===== src/rtl/fsm_stim_tx.sv =====
// Serial stimulus transmitter / response collector for 1-bit-in, 1-bit-out FSMs.
// Shifts a word out LSB-first, captures the FSM response per bit, reports it with a one-cycle pulse.
module fsm_stim_tx #(
    parameter int   WIDTH    = 16,
    parameter int   LENW     = 5,
    parameter int   GAP      = 2,
    parameter logic IDLE_BIT = 1'b0
) (
    input  logic             clk,
    input  logic             reset,
    input  logic             load_valid,
    output logic             load_ready,
    input  logic [WIDTH-1:0] load_data,
    input  logic [LENW-1:0]  load_len,
    output logic             tx_bit,
    output logic             tx_en,
    input  logic             resp_in,
    output logic [WIDTH-1:0] resp_data,
    output logic             resp_valid,
    output logic             busy,
    output logic [7:0]       frame_cnt
);

    typedef enum logic [1:0] {S_IDLE, S_SHIFT, S_GAP, S_DONE} state_t;

    localparam logic [LENW-1:0] WIDTH_L  = LENW'(WIDTH);
    localparam logic [3:0]      GAP_LAST = 4'(GAP - 1);

    state_t           state_q, state_d;
    logic [WIDTH-1:0] data_q, data_d;
    logic [LENW-1:0]  len_q, len_d;
    logic [LENW-1:0]  idx_q, idx_d;
    logic [3:0]       gap_q, gap_d;
    logic             tx_bit_q, tx_bit_d;
    logic             tx_en_q, tx_en_d;
    logic             ready_q, ready_d;
    logic             valid_q, valid_d;
    logic             busy_q, busy_d;
    logic [WIDTH-1:0] resp_q, resp_d;
    logic [7:0]       cnt_q, cnt_d;
    logic [LENW-1:0]  len_eff;

    // A length of zero or anything beyond the word width means a full word.
    assign len_eff = (load_len == '0 || load_len > WIDTH_L) ? WIDTH_L : load_len;

    always_comb begin
        state_d  = state_q;
        data_d   = data_q;
        len_d    = len_q;
        idx_d    = idx_q;
        gap_d    = gap_q;
        tx_bit_d = tx_bit_q;
        tx_en_d  = tx_en_q;
        resp_d   = resp_q;
        cnt_d    = cnt_q;
        case (state_q)
            S_IDLE: begin
                if (load_valid) begin
                    data_d   = load_data;
                    len_d    = len_eff;
                    idx_d    = '0;
                    resp_d   = '0;
                    tx_bit_d = load_data[0];
                    tx_en_d  = 1'b1;
                    state_d  = S_SHIFT;
                end
            end
            S_SHIFT: begin
                // resp_in is sampled at the end of the bit's cycle so Mealy outputs are caught.
                resp_d = resp_q | (WIDTH'(resp_in) << idx_q);
                if (idx_q != len_q - LENW'(1)) begin
                    idx_d    = idx_q + LENW'(1);
                    data_d   = data_q >> 1;
                    tx_bit_d = data_q[1];
                end else begin
                    tx_bit_d = IDLE_BIT;
                    tx_en_d  = 1'b0;
                    gap_d    = '0;
                    state_d  = (GAP > 0) ? S_GAP : S_DONE;
                end
            end
            S_GAP: begin
                if (gap_q == GAP_LAST) begin
                    state_d = S_DONE;
                end else begin
                    gap_d = gap_q + 4'd1;
                end
            end
            default: state_d = S_IDLE;
        endcase
        valid_d = (state_d == S_DONE);
        if (valid_d) begin
            cnt_d = cnt_q + 8'd1;
        end
        ready_d = (state_d == S_IDLE);
        busy_d  = (state_d != S_IDLE);
    end

    always_ff @(posedge clk or posedge reset) begin
        if (reset) begin
            state_q  <= S_IDLE;
            len_q    <= '0;
            idx_q    <= '0;
            gap_q    <= '0;
            tx_bit_q <= IDLE_BIT;
            tx_en_q  <= 1'b0;
            ready_q  <= 1'b1;
            valid_q  <= 1'b0;
            busy_q   <= 1'b0;
            resp_q   <= '0;
            cnt_q    <= '0;
        end else begin
            state_q  <= state_d;
            len_q    <= len_d;
            idx_q    <= idx_d;
            gap_q    <= gap_d;
            tx_bit_q <= tx_bit_d;
            tx_en_q  <= tx_en_d;
            ready_q  <= ready_d;
            valid_q  <= valid_d;
            busy_q   <= busy_d;
            resp_q   <= resp_d;
            cnt_q    <= cnt_d;
        end
    end

    // The shift word is pure datapath; it is always reloaded before use.
    always_ff @(posedge clk) begin
        data_q <= data_d;
    end

    assign load_ready = ready_q;
    assign tx_bit     = tx_bit_q;
    assign tx_en      = tx_en_q;
    assign resp_data  = resp_q;
    assign resp_valid = valid_q;
    assign busy       = busy_q;
    assign frame_cnt  = cnt_q;

endmodule


===== config.mk =====
export PLATFORM = sky130hd
export DESIGN_NAME = fsm_stim_tx
export DESIGN_NICKNAME = d
export VERILOG_FILES = /design/src/rtl/fsm_stim_tx.sv
export SDC_FILE = /design/constraint.sdc
export NUM_CORES = 1
export LEC_CHECK = 0
export BUFFER_PORTS_ARGS = -buffer_cell sky130_fd_sc_hd__buf_2
export CORE_MARGIN = 2
export CORE_UTILIZATION = 59
export DETAILED_ROUTE_END_ITERATION = 8
export PLACE_DENSITY_LB_ADDON = 0.12
export SYNTH_ARGS = -nofsm -noshare
export SYNTH_HDL_FRONTEND = slang
export SYNTH_SLANG_ARGS = --single-unit

===== constraint.sdc =====
create_clock -name clk -period 7 [get_ports clk]
set_clock_uncertainty 0.2 [all_clocks]
set_input_delay 0.7 -clock clk [delete_from_list [all_inputs] [get_ports clk]]
set_output_delay 0.7 -clock clk [all_outputs]
set_load 0.01 [all_outputs]

# [After elaboration in Yosys (flattened, before gate mapping)]
# Index checks and enable logic that the tools add are counted.
# Widths: inputs -> output; s select.
[word_totals] in_bits=25 mem_bits_ro=0 n_memories=0 register_bits=61 ramBits=0 latch_bits=0 elab_cells=62 out_inout_bits=29
[op_classes] n_eq_ne=9 n_mux=22 n_shift=1 multipliers=0 reduce_logical=12 div_mod_pow=0 order_cmp=1 bitwise_logic=1 n_addsub=4
[ops] operator="$pmux 16 s2" count=2
[ops] operator="$mux 16" count=3
[ops] operator="$or 16x16->16" count=1
[ops] operator="$shl 1x5->16" count=1
[ops] operator="$mux 5" count=3
[ops] operator="$pmux 5 s2" count=1
[ops] operator="$reduce_and 3->1" count=3
[ops] operator="$add 8x1->8 const B" count=1
[ops] operator="$mux 4" count=2
[ops] operator="$ne 2x2->1 const B" count=4
[ops] operator="$pmux 4 s2" count=1
[ops] operator="$mux 2" count=3
[ops] operator="$pmux 2 s3" count=1
[ops] operator="$reduce_bool 2->1" count=3
[ops] operator="$add 5x1->5 const B" count=1
[ops] operator="$gt 5x5->1 const B" count=1
[ops] operator="$logic_not 5->1" count=1
[ops] operator="$ne 5x5->1" count=1
[ops] operator="$sub 5x1->5 const B" count=1
[ops] operator="$add 4x1->4 const B" count=1
[ops] operator="$eq 2x2->1 const B" count=2
[ops] operator="$eq 4x1->1 const B" count=1
[ops] operator="$logic_not 2->1" count=2
[ops] operator="$mux 1" count=4
[ops] operator="other kinds (4)" count=6

# [Longest topological paths before layout]
# Gate-level depths: netlist (run 1).
[depth] depth_word=5 mapped_depth=7 mapped_depth_nobuf=7

# [Worst setup path after synthesis (run 1)]
# Ideal clock, no wire load.
[synth_path] path_kind="register to register" startpoint="reg len_q[0]" endpoint="reg data_q[10], enable pin" slack_ns=4.626 arrival_ns=1.817 setup_time_ns=0.356 required_ns=6.444 path_stages_with_launch=8 n_path_buf=0 period_less_slack_ns=2.374 path_cell_list="dfrtp_1 inv_1 ha_1 xnor2_1 a211oi_1 o311ai_4 nand2_2 nand2_1"
[synth_between] elab_chain_len=4
[synth_rtl] element="start, declared" line="31" text="logic [LENW-1:0] len_q, len_d;"
[synth_rtl] element="start signal, assigned" line="114" text="len_q <= len_d;"
[synth_rtl] element="$sub 5x1->5" line="71" text="if (idx_q != len_q - LENW'(1)) begin"
[synth_rtl] element="$ne 5x5->1" line="71"
[synth_rtl] element="$ne 2x2->1 (no source line)"
[synth_rtl] element="$reduce_and 3->1 (no source line)"
[synth_rtl] element="end signal, assigned" line="129" text="data_q <= data_d;"
[synth_rtl] element="end, declared" line="30" text="logic [WIDTH-1:0] data_q, data_d;"
# Every way passes these cells.
# A chain may end at the register's enable or synchronous reset.

# [Final worst setup path (run 1)]
[layout_path] startpoint="reg len_q[0]" endpoint="reg data_q[12], enable pin"
# Same word-level chain as after synthesis.

==> results of run 1 <==
[cells in the final DEF, fill, tap and decap left out, types with 4 or more instances in the layout]
| master | instances |
|---|---|
| a21oi_1 | 4 |
| a32o_1 | 4 |
| buf_2 | 53 |
| clkbuf_8 | 9 |
| dfrtp_1 | 44 |
| edfxtp_1 | 15 |
| ha_1 | 6 |
| inv_1 | 9 |
| mux2i_1 | 5 |
| nand2_1 | 76 |
| nand2b_1 | 7 |
| nand3_1 | 5 |
| nor2_1 | 13 |
| o21ai_0 | 16 |
| xnor2_1 | 6 |
| xor2_1 | 9 |
[flip-flops by register name, indices dropped and copies added, names as in the netlist]
name,count
data_q,15
resp_data,16
idx_q,5
busy,1
load_ready,1
resp_valid,1
gap_q,4
frame_cnt,8
len_q,5
tx_bit,1
state_q,2
tx_en,1
[power groups by stage]
stage	clock (uW)	combinational, uW	sequential [uW]
floorplan	0	333	605
global placement	0	440	611
detailed placement	0	454	619
CTS	331	459	615
global route	345	513	632
finish	324	451	614
[area by class of cell]
type / count / area, sq um / share of cell area [%]
clock inverters: 6 / 78.8 / 2.42
repair buffers: 56 / 288 / 8.82
inverters: 9 / 33.8 / 1.04
flip-flops and latches: 60 / 1580 / 48.4
well taps: 52 / 65.1 / 1.99
multi-input cells: 185 / 1090 / 33.5
clock buffers: 10 / 128 / 3.91
[per-layer routing]
metal	track usage [%]	up-vias	share of wire, %
li1	-	1007	-
met1	28.2	928	47
met2	33.5	51	46
met3	4.44	10	4.9
met4	13.0	0	2.2
met5	0	-	0
[final timing paths]
path / endpoint / slack, ns / cells after the start
min in group asynchronous: resp_data[12]$_DFFE_PP0P_ / 0.31 / 3
worst max register to register: data_q[12]$_DFFE_PP_ / 4.33 / 7
worst min-delay path: resp_data[5]$_DFFE_PP0P_ / 0.27 / 2
worst max-delay path: data_q[12]$_DFFE_PP_ / 4.33 / 7
max in group asynchronous: len_q[1]$_DFFE_PP0P_ / 5.90 / 3
worst min register to register: resp_data[5]$_DFFE_PP0P_ / 0.27 / 2
[through the flow]
step	std cells	utilization [%]	setup WS, ns
global placement	362	69.2	4.43
detailed placement	362	69.2	4.33
finish	378	73.9	4.33
global route	378	73.9	4.16
floorplan	265	-	4.63
CTS	378	73.9	4.31
[logic make-up after synthesis]
kind of cell	count (synthesis)
DFF	60
adders and majority gates	6
buffers and inverters	20
and+or+nand+nor	123
xor gates and xnor gates	15
muxes	6
AOI/OAI and AO/OA	35
[worst max-delay path, cell delays in order, from the launching register on]
cell and delay, ns:
dfrtp_1 0.40, inv_1 0.06, ha_1 0.30, xnor2_1 0.12, a211oi_1 0.37, o311ai_4 0.25, nand2_2 0.17, nand2_1 0.39
[synth_stat cells (all sizes together) (2+ instances only)]
library cell / n
a211oi: 2
a21oi: 4
a32o: 4
buf: 5
clkbuf: 6
dfrtp: 44
edfxtp: 15
ha: 6
inv: 9
mux2i: 5
nand2: 77
nand2b: 7
nand3: 5
nand3b: 3
nand4: 4
nor2: 15
nor2b: 2
nor3: 4
o21ai: 16
o31ai: 3
xnor2: 6
xor2: 9
==> results.tsv, run 1 <==
stage	metric	value	unit
global_route	vias in the first global route	1891	
timing	Final Cycle Share	38.1	%
clock_tree	clock sink total	60	
clock_tree	worst-skew pair later-pin latency	0.32	ns
yosys	Synth Cell Area	2750	sq um
yosys	post-synthesis register bit count	60	
run_status	status	complete, no violations	
pwr	clock share of power	23.3	%
yosys	Post-Synth Adder-Cell Area	2.73	%
global_route	initial antenna violation count	0	
yosys	post-synthesis mux area share	2.23	%
floorplan	Die Wd	72.3	um
yosys	Synth area leader	dfrtp_1	
pwr	internal power	893	uW
timing	unrepaired setup endpoints after global routing	false	
placement	Port Buf Inserts	53	
pwr	net switching power	497	uW
floorplan	I/O Pins	54	
timing	setup TNS	0	ns
layout	fin area	3260	sq um
yosys	Most used DFF post-synth	dfrtp_1	
yosys	register area share after synthesis	57.3	%
clock_tree	Bufs on Longest Clock Path	2	
pwr	Pwr Total	1390	uW
clock_tree	H-tree Lvls	3	
critical_path	CP Data Arrival Time	2.39	ns
pwr	maximum vdd ir drop	0.226	mV
clock_tree	Worst-path clk slew	0.06	ns
yosys	dominant cells by area after synthesis	dfrtp_1 (40%), edfxtp_1 (16%), nand2_1 (10%), o21ai_0 (2.9%), xor2_1 (2.9%)	
global_route	Overflow after GRT	0	
clock_tree	TritonCTS Buffers	9	
pwr	power density cells	426	nW/um^2
floorplan	die height	72.3	um
clock_tree	Post-CTS Hold Fix Bufs	0	
yosys	largest family of logic cells by synthesized area	simple AND/OR/NAND/NOR gates	
yosys	Compound-Gate Fraction of Synth Area	8.81	%
placement	Area after DPL	3060	sq um
layout	# diodes	0	
timing	Slew headroom	47.9	%
timing	Final min period	2.67	ns
route	DRC	0	
layout	# fillers	323	
yosys	Post-synth EDFFs	15	
yosys	Yosys cell types	42	
global_route	largest net degree at the start of global routing	46	
placement	gp weighted congestion	0.746	
pwr	leak pwr	0.00165	uW
timing	minimum hold slack	0.275	ns
floorplan	Cell Rows	24	
yosys	synth warn	0	
layout	area delta synth->final	18.5	%
floorplan	Initial Util	62.4	%
run	max_cap viols	0	
critical_path	WP data required	6.73	ns
critical_path	Crit Path Category	reg2reg	
layout	Final #Nets	352	
timing	fmax	0.375	GHz
pwr	Switching Fraction	35.7	%
floorplan	core box area	4410	sq um
clock_tree	CTS resizes	0	
floorplan	die area	5230	sq um
yosys	Post-Syn Area per Cell	10.4	sq um
yosys	Cells after Synth	265	
critical_path	Critical Path Sink Type	flip-flop	
pwr	combinational share of power	32.5	%
route	Vias/cell	5.28	
global_route	GRT Total Usage	21.7	%
critical_path	Startpoint Class	flip-flop	
clock_tree	setup bufs post-CTS	0	
route	Routed Wire Length	5050	um
hold_path	hold path startpoint	resp_data[5]$_DFFE_PP0P_	
placement	dpl hpwl	3370	um
timing	final hold vios	0	
timing	Max Slew Vio Count	0	
route	Pre-antenna DRT Iters	4	
hold_path	worst hold path class	reg2reg	
timing	Slew @ Worst Pin	0.782	ns
pwr	Reg power frac	44.2	%
route	Iteration-0 DRC Markers	124	
yosys	Post-Syn Nets	296	
route	Final ANT Viol Nets	0	
yosys	simple-gate portion of the synthesized area	21.1	%
critical_path	R2R Path Start	len_q[0]$_DFFE_PP0P_	
clock_tree	CTS tree	yes	
critical_path	worst-path fanout max	15	
timing	Final setup viols	0	
yosys	Synth top area share	40.0	%
critical_path	Critical Path Source	len_q[0]$_DFFE_PP0P_	
yosys	ys async rst share	75.0	%
route	Via Count	1996	
yosys	XOR/XNOR Fraction of Synth Area	4.77	%
layout	layout cell share with drive strength beyond 1	24.2	%
route	wire length per cell	13.4	um
global_route	first-pass GRT wire length	8510	um
clock_tree	CTS Root Cell	clkbuf_8	
(Power assumes the default switching activity.)
==> run 2: changes to the inputs <==
--- a/config.mk
+++ b/config.mk
@@ -7,7 +7,7 @@
 export LEC_CHECK = 0
 export BUFFER_PORTS_ARGS = -buffer_cell sky130_fd_sc_hd__buf_2
 export CORE_MARGIN = 2
-export CORE_UTILIZATION = 59
+export CORE_UTILIZATION = 54
 export DETAILED_ROUTE_END_ITERATION = 8
 export PLACE_DENSITY_LB_ADDON = 0.12
 export SYNTH_ARGS = -nofsm -noshare
==> constraint.sdc (replaced) <==
create_clock -name clk -period 2.7 [get_ports clk]
set_clock_uncertainty 0.2 [all_clocks]
set_input_delay 0.27 -clock clk [delete_from_list [all_inputs] [get_ports clk]]
set_output_delay 0.27 -clock clk [all_outputs]
set_load 0.01 [all_outputs]
==> run 2 against run 1 <==
Non-clock buffer count is 21 higher. Clock power grew to 2.5 times the previous value. Total power rose to 2.6 times the previous value. First-iteration DRC count is 19% lower. Largest cell class unchanged. Highest routed layer unchanged.
==> results.tsv, run 2 (synthesis results as in run 1) <==
stage	metric	value	unit	change
critical_path	reg2reg setup slack	0.31	ns	-4.02 ns
floorplan	Die Wd	75.4	um	+4.3%
critical_path	CP Data Arrival Time	2.26	ns	-0.13 ns
layout	commonest non-fill, non-tap cell in the layout	nand2_1		
timing	Slew headroom	57.6	%	+9.8 points
critical_path	Worst path max stage delay	0.39	ns	about the same
layout	final core occ	72.1	%	-1.8 points
floorplan	I/O Pins	54		unchanged
run_status	status	complete, no violations		
clock_tree	Bufs on Longest Clock Path	2		unchanged
layout	max reg flops	16		unchanged
global_route	first-pass GRT wire length	8910	um	+4.7%
route	Iteration-0 DRC Markers	100		-19%
clock_tree	TritonCTS Buffers	9		unchanged
layout	Reg area	1580	sq um	unchanged
critical_path	critical-path cell list	inv_1 > ha_1 > xnor2_1 > a211oi_1 > o311ai_4 > nand2_2 > nand2_1 > buf_4		
clock_tree	Worst-path clk slew	0.07	ns	about the same
global_route	largest net degree at the start of global routing	23		-50%
timing	setup TNS	0	ns	unchanged
route	Via Count	2083		+4.4%
global_route	vias in the first global route	1967		+4.0%
floorplan	core box area	4820	sq um	+9.1%
run	max_cap viols	0		unchanged
route	Vias/cell	5.03		-4.7%
layout	Final #Nets	373		+6.0%
route	wire length per cell	12.8	um	-4.3%
hold_path	hold path startpoint	load_data[10]		
timing	Max Slew Vio Count	0		unchanged
pwr	Pwr Total	3650	uW	+160%
timing	fmax	0.419	GHz	+12%
timing	Slew @ Worst Pin	0.634	ns	-0.148 ns
route	Final ANT Viol Nets	0		unchanged
timing	final hold vios	0		unchanged
route	DRC	0		unchanged
critical_path	Crit Path Category	reg2reg		
critical_path	Worst Path Buf+Inv	2		+1
critical_path	worst-path fanout max	15		unchanged
pwr	power density cells	1050	nW/um^2	+150%
critical_path	Critical-path top delay cell	dfrtp_1		
layout	most frequent cells in the layout	nand2_1 (76), buf_2 (53), dfrtp_1 (44)		
floorplan	die height	75.4	um	+4.3%
critical_path	Crit path max-delay family	compound AO/OA/AOI/OAI gates		
global_route	initial antenna violation count	0		unchanged
layout	layout cell share with drive strength beyond 1	24.8	%	+0.55 points
timing	Final setup viols	0		unchanged
route	Pre-antenna DRT Iters	4		unchanged
hold_path	worst hold path class	in2reg		
clock_tree	worst-skew pair later-pin latency	0.33	ns	about the same
placement	Port Buf Inserts	53		unchanged
placement	gp weighted congestion	0.764		+2.4%
global_route	Overflow after GRT	0		unchanged
layout	multi-input logic area	1090	sq um	unchanged
timing	minimum hold slack	0.0100	ns	-0.265 ns
global_route	GRT Total Usage	21.2	%	-0.50 points
floorplan	die area	5690	sq um	+8.7%
timing	unrepaired setup endpoints after global routing	false		
critical_path	Critical Path Sink Type	flip-flop		
floorplan	Initial Util	57.2	%	-5.2 points
layout	# fillers	398		+23%
critical_path	WP data required	2.57	ns	-4.16 ns
layout	# diodes	0		unchanged
route	Routed Wire Length	5290	um	+4.8%
clock_tree	CTS tree	yes		
placement	dpl hpwl	3510	um	+4.1%
clock_tree	CTS Root Cell	clkbuf_8		
floorplan	Cell Rows	25		+4.2%
critical_path	Critical Path Source	len_q[0]$_DFFE_PP0P_		
critical_path	R2R Path Start	len_q[0]$_DFFE_PP0P_		
clock_tree	H-tree Lvls	3		unchanged
critical_path	Startpoint Class	flip-flop		
clock_tree	clock sink total	60		unchanged
pwr	maximum vdd ir drop	0.797	mV	+250%
timing	Final Cycle Share	88.5	%	+50 points
layout	area delta synth->final	26.1	%	
timing	Final min period	2.39	ns	-0.277 ns
pwr	leak pwr	0.00174	uW	+5.3%
[run 2: cell types whose count changed in the layout (fill, tap and decap cells not counted)]
cell / delta
dlygate4sd3_1: +15
buf_4: +6
clkbuf_8: +2
bufinv_16: -1
clkinv_2: -1
inv_1: -1
inv_4: +1
[run 2: final timing paths]
| path | endpoint | depth (start not counted) |
|---|---|---|
| setup / recovery | data_q[4]$_DFFE_PP_ | 8 |
| hold / removal | data_q[10]$_DFFE_PP_ | 3 |
| max in group asynchronous | tx_bit$_DFFE_PP0P_ | 4 |
| setup reg to reg | data_q[4]$_DFFE_PP_ | 8 |
| min in group asynchronous | resp_data[14]$_DFFE_PP0P_ | 3 |
| hold reg to reg | frame_cnt[7]$_DFFE_PP0N_ | 1 |
[run 2: worst register-to-register path: stages (launching register included)]
cell and delay (ns):
dfrtp_1 0.39, inv_1 0.06, ha_1 0.30, xnor2_1 0.12
a211oi_1 0.35, o311ai_4 0.24, nand2_2 0.18, nand2_1 0.07
buf_4 0.23
[run 2: what timing repair did]
action                    in CTS  in global routing
hold buffers                  15                  0
buffers inserted               0                  0
gates resized for setup        0                  0
hold endpoints to repair      58                  0
[run 2: metal layers]
| metal | vias to the layer above | share of wire (%) | global-route usage, % |
|---|---|---|---|
| met5 | - | 0 | 0 |
| met2 | 56 | 47 | 34.5 |
| met4 | 0 | 1.4 | 8.19 |
| met3 | 7 | 5.9 | 5.69 |
| li1 | 1043 | - | - |
| met1 | 977 | 46 | 27.1 |
[run 2: report_power, final]
part / internal [uW] / total, uW / switching [uW] / leakage (uW)
Combinational: 525 / 1280 / 760 / 0.000892
Sequential: 1340 / 1550 / 210 / 0.000743
Clock: 474 / 815 / 341 / 0.000107
Total: 2340 / 3650 / 1310 / 0.00174
[run 2: layout make-up]
type | count | share of cell area (%)
multi-input combinational | 185 | 31.5
clock buffer | 12 | 4.47
timing repair buffer | 77 | 13.9
clock inverter | 4 | 1.33
inverter | 9 | 0.973
sequential | 60 | 45.4
tap | 67 | 2.41
[run 2: metrics by stage]
step | setup WS (ns) | std cells | cell area (sq um)
6_report | 0.311 | 414 | 3470
5_1_grt | 0.162 | 414 | 3470
4_1_cts | 0.289 | 414 | 3470
3_5_place_dp | 0.312 | 383 | 3120
3_3_place_gp | 0.348 | 383 | 3120
2_1_floorplan | 0.326 | 265 | 2750
